===== src/rtl/hazard_stall_ctrl_if.sv =====
// ============================================================================
// Module      : hazard_stall_ctrl_if
// Description : Pipeline-side bundle for the hazard/stall controller.
//               'slave' is the controller view and 'master' the pipeline view.
// Revision    : 1.0 - initial release
// ============================================================================
`default_nettype none

interface hazard_stall_ctrl_if #(
    parameter int CNT_W = 16
);
    logic [4:0]       id_rs;
    logic [4:0]       id_rt;
    logic             id_use_rs;
    logic             id_use_rt;
    logic [4:0]       ex_rd;
    logic             ex_regwrite;
    logic             ex_is_load;
    logic [1:0]       ex_pcsrc;
    logic [4:0]       mem_rd;
    logic             mem_regwrite;
    logic             mem_req;
    logic             mem_ready;
    logic             pc_stall;
    logic             ifid_stall;
    logic             ifid_flush;
    logic             idex_stall;
    logic             idex_flush;
    logic             exmem_stall;
    logic             mem_timeout;
    logic [CNT_W-1:0] stall_count;

    modport master (
        output id_rs, id_rt, id_use_rs, id_use_rt, ex_rd, ex_regwrite, ex_is_load,
               ex_pcsrc, mem_rd, mem_regwrite, mem_req, mem_ready,
        input  pc_stall, ifid_stall, ifid_flush, idex_stall, idex_flush, exmem_stall,
               mem_timeout, stall_count
    );

    modport slave (
        input  id_rs, id_rt, id_use_rs, id_use_rt, ex_rd, ex_regwrite, ex_is_load,
               ex_pcsrc, mem_rd, mem_regwrite, mem_req, mem_ready,
        output pc_stall, ifid_stall, ifid_flush, idex_stall, idex_flush, exmem_stall,
               mem_timeout, stall_count
    );
endinterface

`default_nettype wire


===== src/rtl/hazard_stall_ctrl.sv =====
// ============================================================================
// Module      : hazard_stall_ctrl
// Description : Stall/flush control for the 5-stage core (load-use, redirect,
//               data-memory wait with timeout, saturating stall counter).
//               Macro HAZ_FWD_EN: forwarding present, only load-use stalls.
// Revision    : 1.0 - initial release
// ============================================================================
`default_nettype none

module hazard_stall_ctrl #(
    parameter int MAX_WAIT = 16,
    parameter int CNT_W    = 16
) (
    input  wire logic          clk,
    input  wire logic          rst,
    hazard_stall_ctrl_if.slave bus
);

    localparam int c_WAIT_W = $clog2(MAX_WAIT + 1);

    typedef enum logic [1:0] {
        ST_RUN      = 2'd0,
        ST_MEM_WAIT = 2'd1,
        ST_HALT     = 2'd2
    } state_t;

    state_t              r_state;
    state_t              w_next_state;
    logic [c_WAIT_W-1:0] r_wait_cnt;
    logic [c_WAIT_W-1:0] w_wait_nxt;
    logic                w_set_timeout;
    logic                r_mem_timeout;
    logic [CNT_W-1:0]    r_stall_count;

    logic w_redirect;
    logic w_memwait;
    logic w_raw;
    logic w_pc_stall, w_ifid_stall, w_ifid_flush, w_idex_stall, w_idex_flush, w_exmem_stall;

    function automatic logic f_match(input logic [4:0] x, input logic [4:0] rs,
                                     input logic [4:0] rt, input logic use_rs,
                                     input logic use_rt);
        return (x != 5'd0) && ((use_rs && rs == x) || (use_rt && rt == x));
    endfunction

    assign w_redirect = (bus.ex_pcsrc != 2'b00);
    assign w_memwait  = bus.mem_req && !bus.mem_ready;

`ifdef HAZ_FWD_EN
    logic w_unused;
    assign w_unused = ^{bus.mem_rd, bus.mem_regwrite};
    assign w_raw = bus.ex_regwrite && bus.ex_is_load &&
                   f_match(bus.ex_rd, bus.id_rs, bus.id_rt, bus.id_use_rs, bus.id_use_rt);
`else
    logic w_unused;
    assign w_unused = bus.ex_is_load;
    // Without forwarding any in-flight producer in EX or MEM must be waited out.
    assign w_raw = (bus.ex_regwrite &&
                    f_match(bus.ex_rd, bus.id_rs, bus.id_rt, bus.id_use_rs, bus.id_use_rt)) ||
                   (bus.mem_regwrite &&
                    f_match(bus.mem_rd, bus.id_rs, bus.id_rt, bus.id_use_rs, bus.id_use_rt));
`endif

    always_ff @(posedge clk) begin
        if (rst) begin
            r_state       <= ST_RUN;
            r_wait_cnt    <= '0;
            r_mem_timeout <= 1'b0;
            r_stall_count <= '0;
        end else begin
            r_state    <= w_next_state;
            r_wait_cnt <= w_wait_nxt;
            if (w_set_timeout)
                r_mem_timeout <= 1'b1;
            if (w_pc_stall && (r_stall_count != {CNT_W{1'b1}}))
                r_stall_count <= r_stall_count + 1'b1;
        end
    end

    always_comb begin
        w_next_state  = r_state;
        w_wait_nxt    = r_wait_cnt;
        w_set_timeout = 1'b0;
        w_pc_stall    = 1'b0;
        w_ifid_stall  = 1'b0;
        w_ifid_flush  = 1'b0;
        w_idex_stall  = 1'b0;
        w_idex_flush  = 1'b0;
        w_exmem_stall = 1'b0;

        // Freeze-everything cases are handled first; the pipeline rules follow.
        if ((r_state == ST_HALT) || (r_state == ST_MEM_WAIT && !bus.mem_ready) ||
            (r_state == ST_RUN && w_memwait)) begin
            w_pc_stall    = 1'b1;
            w_ifid_stall  = 1'b1;
            w_idex_stall  = 1'b1;
            w_exmem_stall = 1'b1;
        end else if (w_redirect) begin
            w_ifid_flush = 1'b1;
            w_idex_flush = 1'b1;
        end else if (w_raw) begin
            w_pc_stall   = 1'b1;
            w_ifid_stall = 1'b1;
            w_idex_flush = 1'b1;
        end

        case (r_state)
            ST_RUN: begin
                if (w_memwait) begin
                    w_wait_nxt = c_WAIT_W'(1);
                    if (MAX_WAIT <= 1) begin
                        w_next_state  = ST_HALT;
                        w_set_timeout = 1'b1;
                    end else begin
                        w_next_state = ST_MEM_WAIT;
                    end
                end
            end
            ST_MEM_WAIT: begin
                if (!bus.mem_ready) begin
                    w_wait_nxt = r_wait_cnt + 1'b1;
                    if (w_wait_nxt >= c_WAIT_W'(MAX_WAIT)) begin
                        w_next_state  = ST_HALT;
                        w_set_timeout = 1'b1;
                    end
                end else begin
                    w_next_state = ST_RUN;
                    w_wait_nxt   = '0;
                end
            end
            ST_HALT: begin
                w_next_state = ST_HALT;
            end
            default: begin
                w_next_state = ST_RUN;
                w_wait_nxt   = '0;
            end
        endcase
    end

    assign bus.pc_stall    = w_pc_stall;
    assign bus.ifid_stall  = w_ifid_stall;
    assign bus.ifid_flush  = w_ifid_flush;
    assign bus.idex_stall  = w_idex_stall;
    assign bus.idex_flush  = w_idex_flush;
    assign bus.exmem_stall = w_exmem_stall;
    assign bus.mem_timeout = r_mem_timeout;
    assign bus.stall_count = r_stall_count;

endmodule

`default_nettype wire


===== src/flat_wrapper.sv =====
// flat-port wrapper written by rule: the top's interface ports become plain ports
module hazard_stall_ctrl_flat 
#(
    parameter int MAX_WAIT = 16,
    parameter int CNT_W    = 16
)
  (clk, rst, bus_id_rs, bus_id_rt, bus_id_use_rs, bus_id_use_rt, bus_ex_rd, bus_ex_regwrite, bus_ex_is_load, bus_ex_pcsrc, bus_mem_rd, bus_mem_regwrite, bus_mem_req, bus_mem_ready, bus_pc_stall, bus_ifid_stall, bus_ifid_flush, bus_idex_stall, bus_idex_flush, bus_exmem_stall, bus_mem_timeout, bus_stall_count);
  hazard_stall_ctrl_if #(.CNT_W(CNT_W)) bus_i ();
  input  wire logic clk;
  input  wire logic rst;
  input wire logic [$bits(bus_i.id_rs)-1:0] bus_id_rs;
  input wire logic [$bits(bus_i.id_rt)-1:0] bus_id_rt;
  input wire logic [$bits(bus_i.id_use_rs)-1:0] bus_id_use_rs;
  input wire logic [$bits(bus_i.id_use_rt)-1:0] bus_id_use_rt;
  input wire logic [$bits(bus_i.ex_rd)-1:0] bus_ex_rd;
  input wire logic [$bits(bus_i.ex_regwrite)-1:0] bus_ex_regwrite;
  input wire logic [$bits(bus_i.ex_is_load)-1:0] bus_ex_is_load;
  input wire logic [$bits(bus_i.ex_pcsrc)-1:0] bus_ex_pcsrc;
  input wire logic [$bits(bus_i.mem_rd)-1:0] bus_mem_rd;
  input wire logic [$bits(bus_i.mem_regwrite)-1:0] bus_mem_regwrite;
  input wire logic [$bits(bus_i.mem_req)-1:0] bus_mem_req;
  input wire logic [$bits(bus_i.mem_ready)-1:0] bus_mem_ready;
  output wire logic [$bits(bus_i.pc_stall)-1:0] bus_pc_stall;
  output wire logic [$bits(bus_i.ifid_stall)-1:0] bus_ifid_stall;
  output wire logic [$bits(bus_i.ifid_flush)-1:0] bus_ifid_flush;
  output wire logic [$bits(bus_i.idex_stall)-1:0] bus_idex_stall;
  output wire logic [$bits(bus_i.idex_flush)-1:0] bus_idex_flush;
  output wire logic [$bits(bus_i.exmem_stall)-1:0] bus_exmem_stall;
  output wire logic [$bits(bus_i.mem_timeout)-1:0] bus_mem_timeout;
  output wire logic [$bits(bus_i.stall_count)-1:0] bus_stall_count;
  assign bus_i.id_rs = bus_id_rs;
  assign bus_i.id_rt = bus_id_rt;
  assign bus_i.id_use_rs = bus_id_use_rs;
  assign bus_i.id_use_rt = bus_id_use_rt;
  assign bus_i.ex_rd = bus_ex_rd;
  assign bus_i.ex_regwrite = bus_ex_regwrite;
  assign bus_i.ex_is_load = bus_ex_is_load;
  assign bus_i.ex_pcsrc = bus_ex_pcsrc;
  assign bus_i.mem_rd = bus_mem_rd;
  assign bus_i.mem_regwrite = bus_mem_regwrite;
  assign bus_i.mem_req = bus_mem_req;
  assign bus_i.mem_ready = bus_mem_ready;
  assign bus_pc_stall = bus_i.pc_stall;
  assign bus_ifid_stall = bus_i.ifid_stall;
  assign bus_ifid_flush = bus_i.ifid_flush;
  assign bus_idex_stall = bus_i.idex_stall;
  assign bus_idex_flush = bus_i.idex_flush;
  assign bus_exmem_stall = bus_i.exmem_stall;
  assign bus_mem_timeout = bus_i.mem_timeout;
  assign bus_stall_count = bus_i.stall_count;
  hazard_stall_ctrl #(.MAX_WAIT(MAX_WAIT), .CNT_W(CNT_W)) u_core (.clk(clk), .rst(rst), .bus(bus_i));
endmodule

===== config.mk =====
export PLATFORM = sky130hd
export DESIGN_NAME = hazard_stall_ctrl_flat
export DESIGN_NICKNAME = d
export VERILOG_FILES = /design/src/rtl/hazard_stall_ctrl_if.sv /design/src/rtl/hazard_stall_ctrl.sv /design/src/flat_wrapper.sv
export SDC_FILE = /design/constraint.sdc
export NUM_CORES = 1
export LEC_CHECK = 0
export ABC_AREA = 1
export ABC_CLOCK_PERIOD_IN_PS = 2200
export CORE_MARGIN = 1.5
export CORE_UTILIZATION = 48
export DETAILED_ROUTE_END_ITERATION = 12
export PLACE_DENSITY = 0.8
export SLEW_MARGIN = 20
export SYNTH_ARGS = -nofsm -noshare
export SYNTH_HDL_FRONTEND = slang
export SYNTH_SLANG_ARGS = --single-unit

===== constraint.sdc =====
create_clock -name clk -period 2.2 [get_ports clk]
set_clock_uncertainty 0.15 [all_clocks]
set_input_delay 0.44 -clock clk [delete_from_list [all_inputs] [get_ports clk]]
set_output_delay 0.44 -clock clk [all_outputs]
set_load 0.1 [all_outputs]

==> impl_metrics.prom, run 1 <==
# TYPE chip_impl_metric gauge
chip_impl_metric{name="drtIter0Drc",unit=""} 145
chip_impl_metric{name="finalSetupViolCount",unit=""} 0
chip_impl_metric{name="core.rowCount",unit=""} 22
chip_impl_metric{name="synth_cell_type_count",unit=""} 31
chip_impl_info{name="largest_area_contributor_in_the_synthesized_netlist",value="dfxtp_1"} 1
chip_impl_metric{name="critical_path_arrival",unit="ns"} 1.60
chip_impl_metric{name="cts-buffers-inserted",unit=""} 3
chip_impl_metric{name="ant_nets",unit=""} 0
chip_impl_metric{name="cell_internal_pwr",unit="uW"} 708
chip_impl_metric{name="globalRouteOverflowTotal",unit=""} 0
chip_impl_metric{name="power.combinational.fraction",unit="%"} 37.0
chip_impl_info{name="setup_repair_after_global_routing_missed_its_margin",value="yes"} 1
chip_impl_metric{name="finish.instance_area",unit="um2"} 2640
chip_impl_metric{name="share_clk_of_total_power",unit="%"} 23.0
chip_impl_metric{name="worstMarginPinSlew",unit="ns"} 0.454
chip_impl_metric{name="max-cap-violations",unit=""} 0
chip_impl_metric{name="max_rail_drop_vdd",unit="mV"} 0.235
chip_impl_metric{name="seq_area_frac_synth",unit="%"} 24.7
chip_impl_metric{name="gp_routability_congestion",unit=""} 0.884
chip_impl_metric{name="design.core.area",unit="um2"} 3770
chip_impl_metric{name="clk_transition_reported_paths",unit="ns"} 0.08
chip_impl_metric{name="timing_hold_violations_final",unit=""} 0
chip_impl_metric{name="finalCritPeriodShare",unit="%"} 99.3
chip_impl_info{name="cp-end-kind",value="output port"} 1
chip_impl_metric{name="dp_cells",unit=""} 443
chip_impl_metric{name="placement_stage_cell_area",unit="um2"} 2620
chip_impl_metric{name="routed_wirelength",unit="mm"} 5.04
chip_impl_metric{name="io_pins",unit=""} 54
chip_impl_metric{name="layout_cell_share_with_drive_strength_beyond_1",unit="%"} 30.8
chip_impl_metric{name="power",unit="mW"} 1.13
chip_impl_metric{name="num-nets-final",unit=""} 437
chip_impl_info{name="start_kind",value="flop"} 1
chip_impl_info{name="ys_top_cells_by_area",value="dfxtp_1 25%, nand2_1 21%, inv_1 13%"} 1
chip_impl_metric{name="synthCells",unit=""} 342
chip_impl_metric{name="power.net_switching",unit="uW"} 417
chip_impl_info{name="layout.cells.most_common",value="nand2_1"} 1
chip_impl_metric{name="wire_per_inst",unit="um"} 11.2
chip_impl_metric{name="synthesis.nets",unit=""} 375
chip_impl_info{name="r2r_start",value="u_core.bus.stall_count[1]"} 1
chip_impl_info{name="cts.root.buffer_cell",value="clkbuf_8"} 1
chip_impl_metric{name="final.setup.tns",unit="ns"} 0
chip_impl_metric{name="detail_route.first_pass.iterations",unit=""} 4
chip_impl_metric{name="placement.io_buffers",unit=""} 52
chip_impl_metric{name="clock_path_buffers",unit=""} 2
chip_impl_metric{name="netSwitchingFraction",unit="%"} 37.1
chip_impl_metric{name="worst-r2r-setup-slack",unit="ns"} 0.34
chip_impl_info{name="hold_end",value="u_core.bus.mem_timeout"} 1
chip_impl_metric{name="vias",unit=""} 2202
chip_impl_metric{name="r2r.worst_path.cells",unit=""} 10
chip_impl_metric{name="total_leakage_power",unit="nW"} 1.40
chip_impl_info{name="clock_tree_from_tritoncts",value="done"} 1
chip_impl_metric{name="first_global_vias",unit=""} 2064
chip_impl_metric{name="grt_first_pass_wirelength",unit="mm"} 8.40
chip_impl_info{name="worst_hold_path_type",value="flop to flop"} 1
chip_impl_metric{name="power.density",unit="nW/um2"} 427
chip_impl_info{name="worst_setup_path_startpoint",value="u_core.r_state[0]"} 1
chip_impl_metric{name="pwr-share-seq",unit="%"} 40.0
chip_impl_info{name="timing.setup.critical_path_class",value="flop to output port"} 1
chip_impl_metric{name="antenna_cells",unit=""} 0
chip_impl_metric{name="area.growth.synth_to_final",unit="%"} 35.5
chip_impl_metric{name="max-slew-margin-rel",unit="%"} 69.4
chip_impl_metric{name="floorplan.initialDensity",unit="%"} 51.7
chip_impl_metric{name="layout_min_cycle_time",unit="ns"} 2.19
chip_impl_metric{name="syn-mean-instance-area",unit="um2"} 5.70
chip_impl_metric{name="die_w",unit="um"} 66.7
chip_impl_metric{name="floorplan.die_area",unit="um2"} 4450
chip_impl_metric{name="grt_max_degree",unit=""} 26
chip_impl_metric{name="final_max_slew_viol_count",unit=""} 0
chip_impl_metric{name="number_of_antenna_violations_at_the_first_check_in_global_routing",unit=""} 0
chip_impl_metric{name="die_h",unit="um"} 66.7
chip_impl_metric{name="synth.cell_area",unit="um2"} 1950
chip_impl_metric{name="timing.critical_path.fanout_max",unit=""} 3
chip_impl_metric{name="synth_top_area_share",unit="%"} 24.7
chip_impl_info{name="min_from",value="u_core.bus.mem_timeout"} 1
chip_impl_info{name="outcome",value="finished clean"} 1
chip_impl_metric{name="finalNonFillerCells",unit=""} 450
chip_impl_metric{name="achievable-frequency",unit="MHz"} 458
chip_impl_info{name="mostFrequentLayoutCells",value="103 x nand2_1, 50 x inv_1, 45 x nor2_1"} 1
chip_impl_metric{name="worst_skew_pair.late_latency",unit="ns"} 0.27
chip_impl_metric{name="detailed_place_hpwl",unit="mm"} 3.90
chip_impl_metric{name="worstHoldPathCells",unit=""} 2
chip_impl_metric{name="numClockSinks",unit=""} 24
chip_impl_metric{name="yosys_register_bits",unit=""} 24
chip_impl_metric{name="post_drt_via_cell_ratio",unit=""} 4.89
chip_impl_metric{name="post-route-util",unit="%"} 70.0
chip_impl_metric{name="synthesis.yosys.warnings",unit=""} 0
chip_impl_info{name="rr_endpoint",value="u_core.bus.stall_count[8]"} 1
chip_impl_metric{name="final_routed_drc_violation_total",unit=""} 0
chip_impl_metric{name="h_tree_depth",unit=""} 1
chip_impl_metric{name="grtUsageTotal",unit="%"} 24.2
chip_impl_metric{name="cp_data_required_time",unit="ns"} 1.61
[registers in the layout, summed over array words and instances (netlist names)]
signal	flops
u_core.bus.mem_timeout	1
u_core.bus.stall_count	16
u_core.r_state	2
u_core.r_wait_cnt	5
[how the worst max path moves through the flow]
stage | depth (start not counted) | end
finish | 9 | bus_pc_stall
global route | 9 | bus_ifid_stall
CTS | 12 | bus_pc_stall
detailed placement | 12 | bus_pc_stall
global placement | 12 | bus_ifid_stall
floorplan | 6 | bus_idex_flush
[worst max-delay path: stages (launching register included)]
cell,delay (ns)
dfxtp_4,0.37
inv_4,0.07
nor2_4,0.03
nand2_2,0.08
nand2_2,0.08
nor2_4,0.18
o21ai_4,0.11
nand2_4,0.08
clkinvlp_4,0.13
buf_12,0.19
[power groups by stage]
stage | Combinational (mW) | Clock, mW | Sequential [mW]
after global placement | 0.415 | 0 | 0.460
after floorplan | 0.245 | 0 | 0.486
final | 0.416 | 0.259 | 0.450
after global routing | 0.445 | 0.288 | 0.451
after detailed placement | 0.422 | 0 | 0.461
after CTS | 0.410 | 0.272 | 0.451
[routing by layer]
metal	vias to the layer above	track usage, %	part of all wire, %
li1	1161	-	-
met1	972	28.3	44
met2	55	44.5	50
met3	14	3.72	3.7
met4	0	8.16	2.2
met5	-	0	0
[logic make-up (layout without fill, tap and decap cells)]
| kind of cell | count (synthesis) | in the layout | synth area share [%] |
|---|---|---|---|
| and+or+nand+nor | 217 | 217 | 50.9 |
| buffers and inverters | 81 | 141 | 17.2 |
| DFF | 24 | 24 | 24.7 |
| AOI/OAI and AO/OA | 16 | 16 | 5.01 |
| adders and majority gates | 2 | 2 | 1.28 |
| xor gates and xnor gates | 2 | 2 | 0.899 |
[cells in the mapped netlist]
master,instances
nand2_1,110
inv_1,68
nor2_1,47
dfxtp_1,24
nand3_1,24
nand4_1,14
o21ai_0,8
inv_2,5
a21oi_1,4
buf_4,4
nand2_2,4
nor2_2,3
a211oi_1,2
buf_6,2
ha_1,2
nor2_4,2
nor3_1,2
nor3_2,2
nor4_1,2
xor2_1,2
a31oi_1,1
buf_2,1
clkbuf_1,1
nand3_2,1
nand3_4,1
nand4_4,1
nor3_4,1
nor3b_1,1
o21ai_4,1
or2_2,1
or4_1,1
[metrics by stage]
stage | hold WS [ns] | setup WS [ns]
final | 0.308 | 0.0147
after global routing | 0.334 | -0.0518
after CTS | 0.306 | 0.00296
after detailed placement | 0.293 | -0.433
after global placement | 0.290 | -0.399
after floorplan | 0.300 | -0.417
[area by class of cell]
class                      count  area (um2)
clock buffer                   3        41.3
multi-input combinational    237        1190
inverter                      73         294
tap                           48        60.1
sequential                    24         504
timing repair buffer          65         553
fill                         363        1130
[timing repair]
| item | in CTS | in global routing |
|---|---|---|
| setup endpoints to repair | 10 | 5 |
| pin swaps | 20 | 16 |
| setup buffers | 1 | 3 |
| hold buffers | 0 | 0 |
| gates cloned | 0 | 0 |
| gates resized for setup | 92 | 18 |
Power figures use the tool's default switching activity.
==> inputs of run 2 (changes only) <==
Settings changed: GPL_TIMING_DRIVEN from default to 0.
==> run 2 against run 1 <==
Effect of this change:
- the run now ends with setup timing left
- die area unchanged
- via count increased by 2.1%
- global-route usage increased by 0.48 points
- worst setup slack got worse by 0.089 ns
- critical endpoint unchanged
- largest power group is now combinational logic
==> impl_metrics.prom, run 2 (synthesis results as in run 1) <==
# TYPE chip_impl_metric gauge
chip_impl_metric{name="timing.critical_path.fanout_max",unit=""} 3
chip_impl_metric{name="placement.io_buffers",unit=""} 52
chip_impl_metric{name="globalRouteOverflowTotal",unit=""} 0
chip_impl_info{name="timing.setup.critical_path_class",value="flop to output port"} 1
chip_impl_metric{name="antenna_cells",unit=""} 0
chip_impl_info{name="layout.cells.most_common",value="nand2_1"} 1
chip_impl_metric{name="final_max_slew_viol_count",unit=""} 0
chip_impl_metric{name="tightest_hold_margin",unit="ns"} 0.302
chip_impl_metric{name="power.density",unit="nW/um2"} 439
chip_impl_metric{name="achievable-frequency",unit="MHz"} 440
chip_impl_metric{name="core.rowCount",unit=""} 22
chip_impl_metric{name="area.growth.synth_to_final",unit="%"} 42.5
chip_impl_metric{name="number_of_antenna_violations_at_the_first_check_in_global_routing",unit=""} 0
chip_impl_metric{name="finalCritPeriodShare",unit="%"} 103
chip_impl_metric{name="design.core.area",unit="um2"} 3770
chip_impl_info{name="cts.root.buffer_cell",value="clkbuf_8"} 1
chip_impl_info{name="start_kind",value="flop"} 1
chip_impl_metric{name="num-nets-final",unit=""} 446
chip_impl_metric{name="clk_transition_reported_paths",unit="ns"} 0.09
chip_impl_metric{name="fillerInstances",unit=""} 323
chip_impl_metric{name="timing_hold_violations_final",unit=""} 0
chip_impl_metric{name="cts-buffers-inserted",unit=""} 3
chip_impl_metric{name="h_tree_depth",unit=""} 1
chip_impl_metric{name="post_drt_via_cell_ratio",unit=""} 4.89
chip_impl_metric{name="largest_reg_flops",unit=""} 16
chip_impl_metric{name="finish.instance_area",unit="um2"} 2780
chip_impl_metric{name="vias",unit=""} 2249
chip_impl_metric{name="worstMarginPinSlew",unit="ns"} 0.968
chip_impl_metric{name="detail_route.first_pass.iterations",unit=""} 4
chip_impl_metric{name="critical_path_arrival",unit="ns"} 1.68
chip_impl_info{name="worst_hold_path_type",value="flop to flop"} 1
chip_impl_info{name="failed_checks",value="setup timing"} 1
chip_impl_metric{name="numClockSinks",unit=""} 24
chip_impl_metric{name="routed_wirelength",unit="mm"} 5.10
chip_impl_metric{name="grtUsageTotal",unit="%"} 24.7
chip_impl_metric{name="floorplan.initialDensity",unit="%"} 51.7
chip_impl_metric{name="r2r.worst_path.cells",unit=""} 15
chip_impl_metric{name="floorplan.die_area",unit="um2"} 4450
chip_impl_metric{name="layout_cell_share_with_drive_strength_beyond_1",unit="%"} 29.1
chip_impl_metric{name="first_global_vias",unit=""} 2139
chip_impl_metric{name="io_pins",unit=""} 54
chip_impl_info{name="outcome",value="finished with violations"} 1
chip_impl_metric{name="worst_setup_margin",unit="ns"} -0.0739
chip_impl_metric{name="wire_per_inst",unit="um"} 11.1
chip_impl_metric{name="die_h",unit="um"} 66.7
chip_impl_metric{name="max-cap-violations",unit=""} 0
chip_impl_info{name="cp-end-kind",value="output port"} 1
chip_impl_info{name="setup_repair_after_global_routing_missed_its_margin",value="yes"} 1
chip_impl_metric{name="detailed_place_hpwl",unit="mm"} 3.79
chip_impl_info{name="clock_tree_from_tritoncts",value="done"} 1
chip_impl_metric{name="cp_data_required_time",unit="ns"} 1.61
chip_impl_metric{name="finalSetupViolCount",unit=""} 1
chip_impl_metric{name="ant_nets",unit=""} 0
chip_impl_metric{name="layout_min_cycle_time",unit="ns"} 2.27
chip_impl_metric{name="drtIter0Drc",unit=""} 165
chip_impl_metric{name="max-slew-margin-rel",unit="%"} 35.7
chip_impl_metric{name="grt_first_pass_wirelength",unit="mm"} 8.69
chip_impl_metric{name="clock_path_buffers",unit=""} 2
chip_impl_metric{name="pre_cts_slack",unit="ns"} -1.51
chip_impl_info{name="mostFrequentLayoutCells",value="103 x nand2_1, 50 x inv_1, 43 x nor2_1"} 1
chip_impl_metric{name="max_rail_drop_vdd",unit="mV"} 0.301
chip_impl_metric{name="gp_routability_congestion",unit=""} 0.927
chip_impl_metric{name="total_leakage_power",unit="nW"} 1.49
chip_impl_metric{name="worst_skew_pair.late_latency",unit="ns"} 0.28
chip_impl_metric{name="worstHoldPathCells",unit=""} 2
chip_impl_metric{name="final_routed_drc_violation_total",unit=""} 0
chip_impl_metric{name="placement_stage_cell_area",unit="um2"} 2600
chip_impl_metric{name="grt_max_degree",unit=""} 14
chip_impl_metric{name="final.setup.tns",unit="ns"} -0.0739
chip_impl_metric{name="die_w",unit="um"} 66.7
-- run 2: cell count changes in the layout (fill, tap and decap cells not counted), moves of 3 or more --
cell	change
buf_2	-7
buf_4	-9
buf_6	+10
clkdlybuf4s15_1	+3
dlygate4sd2_1	+15
nor2_2	+3
-- run 2: layout make-up --
type | instances | area [um2] | share of cell area [%]
plain buffers | 7 | 66.3 | 2.39
clock buffers | 4 | 55.1 | 1.98
inverters | 73 | 297 | 10.7
multi-input cells | 237 | 1190 | 43.0
flip-flops and latches | 24 | 502 | 18.1
well taps | 48 | 60.1 | 2.16
repair buffers | 67 | 602 | 21.7
-- run 2: power breakdown --
group	total, mW	leakage [nW]	internal, mW	switching (mW)
clock	0.316	0.0288	0.160	0.156
sequential	0.450	0.202	0.443	0.00682
combinational	0.453	1.26	0.171	0.282
-- run 2: per-layer routing --
metal | wire length (um) | global-route usage (%) | vias up | part of all wire [%]
li1 | - | - | 1187 | -
met1 | 2270 | 29.8 | 996 | 44
met2 | 2510 | 44.3 | 56 | 49
met3 | 222 | 3.55 | 10 | 4.4
met4 | 100 | 8.67 | 0 | 2.0
met5 | 0 | 0 | - | 0
-- run 2: stage by stage --
stage / power [mW] / std cells / utilization [%]
6_report: 1.22 / 460 / 73.6
5_1_grt: 1.27 / 460 / 73.6
4_1_cts: 1.20 / 454 / 70.9
3_5_place_dp: 0.861 / 442 / 68.9
3_3_place_gp: 0.857 / 442 / 68.9
2_1_floorplan: 0.731 / 342 / -
-- run 2: final timing paths --
kind	slack, ns	startpoint	endpoint
setup / recovery	-0.07	u_core.r_state[0]	bus_pc_stall
hold reg to reg	0.30	u_core.bus.mem_timeout	u_core.bus.mem_timeout
hold / removal	0.30	u_core.bus.mem_timeout	u_core.bus.mem_timeout
setup reg to reg	0.14	u_core.r_state[0]	u_core.bus.stall_count[6]
-- run 2: repair_timing --
action | in CTS | in global routing
gates resized for setup | 165 | 31
pin swaps | 27 | 23
setup endpoints to repair | 23 | 8
buffers inserted | 8 | 7
hold buffers | 0 | 0
gates cloned | 0 | 0
-- run 2: critical path, cell delays in order, from the launching register on --
cell and delay, ns:
dfxtp_4 0.37, inv_4 0.06, nor2_2 0.03, nand2_2 0.07, nand2_2 0.07, nor2_4 0.18
nand3_4 0.10, nand2_4 0.10, clkinvlp_4 0.12, buf_12 0.14, buf_12 0.15
==> inputs of run 3 (changes only) <==
Settings changed: CORE_ASPECT_RATIO from default to 0.7.
==> run 3 against run 2 <==
Effect of this change:
- the flow still finishes with violations (setup timing)
- worst setup slack lost 0.036 ns
- final area decreased by 1.3%
- highest routed layer unchanged
- total power increased by 5.9%
- hold slack better by 0.015 ns
- first-iteration DRC count is 25% lower
- critical path depth unchanged
- clock power up 24%
- die area is 0.14% higher
- maximum frequency shrank 1.6%
- largest cell class unchanged
- register-to-register slack better by 0.12 ns
- via count rose by 0.13%
==> impl_metrics.prom, run 3 (synthesis results as in run 1) <==
# TYPE chip_impl_metric gauge
chip_impl_metric{name="power.density",unit="nW/um2"} 471
chip_impl_metric{name="die_h",unit="um"} 56.3
chip_impl_metric{name="cts-buffers-inserted",unit=""} 3
chip_impl_metric{name="ant_nets",unit=""} 0
chip_impl_metric{name="timing.critical_path.buf_inv",unit=""} 4
chip_impl_metric{name="detail_route.first_pass.iterations",unit=""} 4
chip_impl_metric{name="globalRouteOverflowTotal",unit=""} 0
chip_impl_metric{name="max-slew-margin-rel",unit="%"} 36.1
chip_impl_info{name="clock_tree_from_tritoncts",value="done"} 1
chip_impl_metric{name="placement.io_buffers",unit=""} 52
chip_impl_metric{name="worst-r2r-setup-slack",unit="ns"} 0.26
chip_impl_metric{name="area.growth.synth_to_final",unit="%"} 40.7
chip_impl_info{name="worstPathCellList",value="inv_4 -> nor2_2 -> nand2_2 -> nand2_2 -> nor2_4 -> o21ai_4 -> nand2_4 -> clkinvlp_4 -> buf_12 -> buf_12"} 1
chip_impl_metric{name="floorplan.die_area",unit="um2"} 4460
chip_impl_info{name="start_kind",value="flop"} 1
chip_impl_metric{name="final_max_slew_viol_count",unit=""} 0
chip_impl_info{name="timing.setup.critical_path_class",value="flop to output port"} 1
chip_impl_info{name="setup_repair_after_global_routing_missed_its_margin",value="yes"} 1
chip_impl_metric{name="final_routed_drc_violation_total",unit=""} 0
chip_impl_metric{name="achievable-frequency",unit="MHz"} 433
chip_impl_info{name="layout.cells.most_common",value="nand2_1"} 1
chip_impl_metric{name="grt_first_pass_wirelength",unit="mm"} 8.63
chip_impl_metric{name="total_leakage_power",unit="nW"} 1.50
chip_impl_metric{name="die_w",unit="um"} 79.1
chip_impl_metric{name="wire_per_inst",unit="um"} 11.4
chip_impl_metric{name="critical-path-max-stage-delay",unit="ns"} 0.37
chip_impl_metric{name="clock_path_buffers",unit=""} 2
chip_impl_metric{name="timing.critical_path.fanout_max",unit=""} 4
chip_impl_metric{name="grt_max_degree",unit=""} 15
chip_impl_info{name="outcome",value="finished with violations"} 1
chip_impl_metric{name="worstHoldPathCells",unit=""} 2
chip_impl_metric{name="cp_data_required_time",unit="ns"} 1.61
chip_impl_info{name="slowest_stage",value="dfxtp_4"} 1
chip_impl_metric{name="number_of_antenna_violations_at_the_first_check_in_global_routing",unit=""} 0
chip_impl_metric{name="layout_cell_share_with_drive_strength_beyond_1",unit="%"} 26.7
chip_impl_metric{name="h_tree_depth",unit=""} 1
chip_impl_metric{name="finalCritPeriodShare",unit="%"} 105
chip_impl_metric{name="max-cap-violations",unit=""} 0
chip_impl_metric{name="power",unit="mW"} 1.29
chip_impl_info{name="worst_hold_path_type",value="flop to flop"} 1
chip_impl_info{name="cp-end-kind",value="output port"} 1
chip_impl_metric{name="gp_routability_congestion",unit=""} 0.936
chip_impl_info{name="failed_checks",value="setup timing"} 1
chip_impl_metric{name="floorplan.initialDensity",unit="%"} 50.0
chip_impl_metric{name="drtIter0Drc",unit=""} 124
chip_impl_metric{name="critical_path_arrival",unit="ns"} 1.72
chip_impl_metric{name="numClockSinks",unit=""} 24
chip_impl_info{name="mostFrequentLayoutCells",value="105 x nand2_1, 54 x inv_1, 46 x nor2_1"} 1
chip_impl_metric{name="timing_hold_violations_final",unit=""} 0
chip_impl_metric{name="tightest_hold_margin",unit="ns"} 0.317
chip_impl_metric{name="design.core.area",unit="um2"} 3900
chip_impl_metric{name="io_pins",unit=""} 54
chip_impl_metric{name="grtUsageTotal",unit="%"} 24.1
chip_impl_metric{name="path_depth",unit=""} 10
chip_impl_metric{name="detailed_place_hpwl",unit="mm"} 4.00
chip_impl_metric{name="worstMarginPinSlew",unit="ns"} 0.962
chip_impl_metric{name="largest_reg_flops",unit=""} 16
chip_impl_metric{name="clk_transition_reported_paths",unit="ns"} 0.09
chip_impl_metric{name="first_global_vias",unit=""} 1976
chip_impl_metric{name="max_rail_drop_vdd",unit="mV"} 0.327
chip_impl_metric{name="routed_wirelength",unit="mm"} 5.31
chip_impl_metric{name="antenna_cells",unit=""} 0
chip_impl_metric{name="layout_min_cycle_time",unit="ns"} 2.31
chip_impl_metric{name="r2r.worst_path.cells",unit=""} 10
chip_impl_metric{name="post_drt_via_cell_ratio",unit=""} 4.85
chip_impl_metric{name="worst_skew_pair.late_latency",unit="ns"} 0.27
chip_impl_metric{name="post-route-util",unit="%"} 70.3
chip_impl_metric{name="finalSetupViolCount",unit=""} 3
chip_impl_info{name="cts.root.buffer_cell",value="clkbuf_8"} 1
chip_impl_metric{name="core.rowCount",unit=""} 19
chip_impl_info{name="crit_family",value="buffers and inverters"} 1
chip_impl_metric{name="worst_setup_margin",unit="ns"} -0.110
chip_impl_metric{name="num-nets-final",unit=""} 446
chip_impl_metric{name="vias",unit=""} 2252
run 3: cell count changes in the layout (fill, tap and decap cells not counted), moves of 2 or more:
cell / previous run / this run
inv_1: 50 / 54
buf_6: 10 / 5
inv_2: 17 / 14
clkdlybuf4s15_1: 5 / 3
buf_2: 12 / 3
o21ai_1: 2 / 4
nor2_2: 7 / 4
nand2_2: 10 / 7
clkbuf_2: 0 / 16
o21ai_2: 2 / 0
nand2_1: 103 / 105
nor2_1: 43 / 46
run 3: metrics by stage:
step | setup WS (ns) | TNS (ns) | std cells | instance area (um2)
global placement | -1.50 | -10.0 | 446 | 2610
floorplan | -0.417 | -0.967 | 342 | 2020
detailed placement | -1.52 | -10.29 | 446 | 2610
global route | -0.196 | -0.509 | 464 | 2740
CTS | -0.156 | -0.204 | 457 | 2750
finish | -0.110 | -0.196 | 464 | 2740
run 3: what timing repair did:
| item | CTS | global route |
|---|---|---|
| setup endpoints to repair | 23 | 8 |
| pin swaps | 9 | 16 |
| buffers inserted | 7 | 7 |
| gates resized for setup | 122 | 38 |
| hold buffers | 0 | 0 |
run 3: power by group:
| part | internal, mW | leakage (nW) | switching (mW) |
|---|---|---|---|
| Sequential | 0.443 | 0.202 | 0.00763 |
| Combinational | 0.164 | 1.26 | 0.283 |
| Clock | 0.243 | 0.0357 | 0.150 |
run 3: layout make-up:
cell class	count	area [um2]
inverters	73	294
flip-flops and latches	24	502
well taps	52	65.1
repair buffers	66	552
fillers	366	1160
clock buffers	3	41.3
multi-input cells	237	1180
clock inverters	1	30.0
plain buffers	8	77.6
run 3: final timing paths:
check,from,to
hold / removal,u_core.bus.mem_timeout,u_core.bus.mem_timeout
setup / recovery,u_core.r_state[0],bus_pc_stall
setup reg to reg,u_core.bus.stall_count[1],u_core.bus.stall_count[10]
hold reg to reg,u_core.bus.mem_timeout,u_core.bus.mem_timeout
run 3: tightest hold or removal path, delay by kind of cell (launching register included):
kind,cells,cell delay (ns)
flops,1,0.32
buf+inv,1,0.05
compound gates,1,0.06
run 3: routing by layer:
layer | GRT usage (%) | vias to the layer above | part of all wire [%]
li1 | - | 1186 | -
met1 | 34.8 | 988 | 48
met2 | 38.8 | 76 | 45
met3 | 3.74 | 2 | 6.4
met4 | 3.26 | 0 | 0.30
met5 | 0 | - | 0
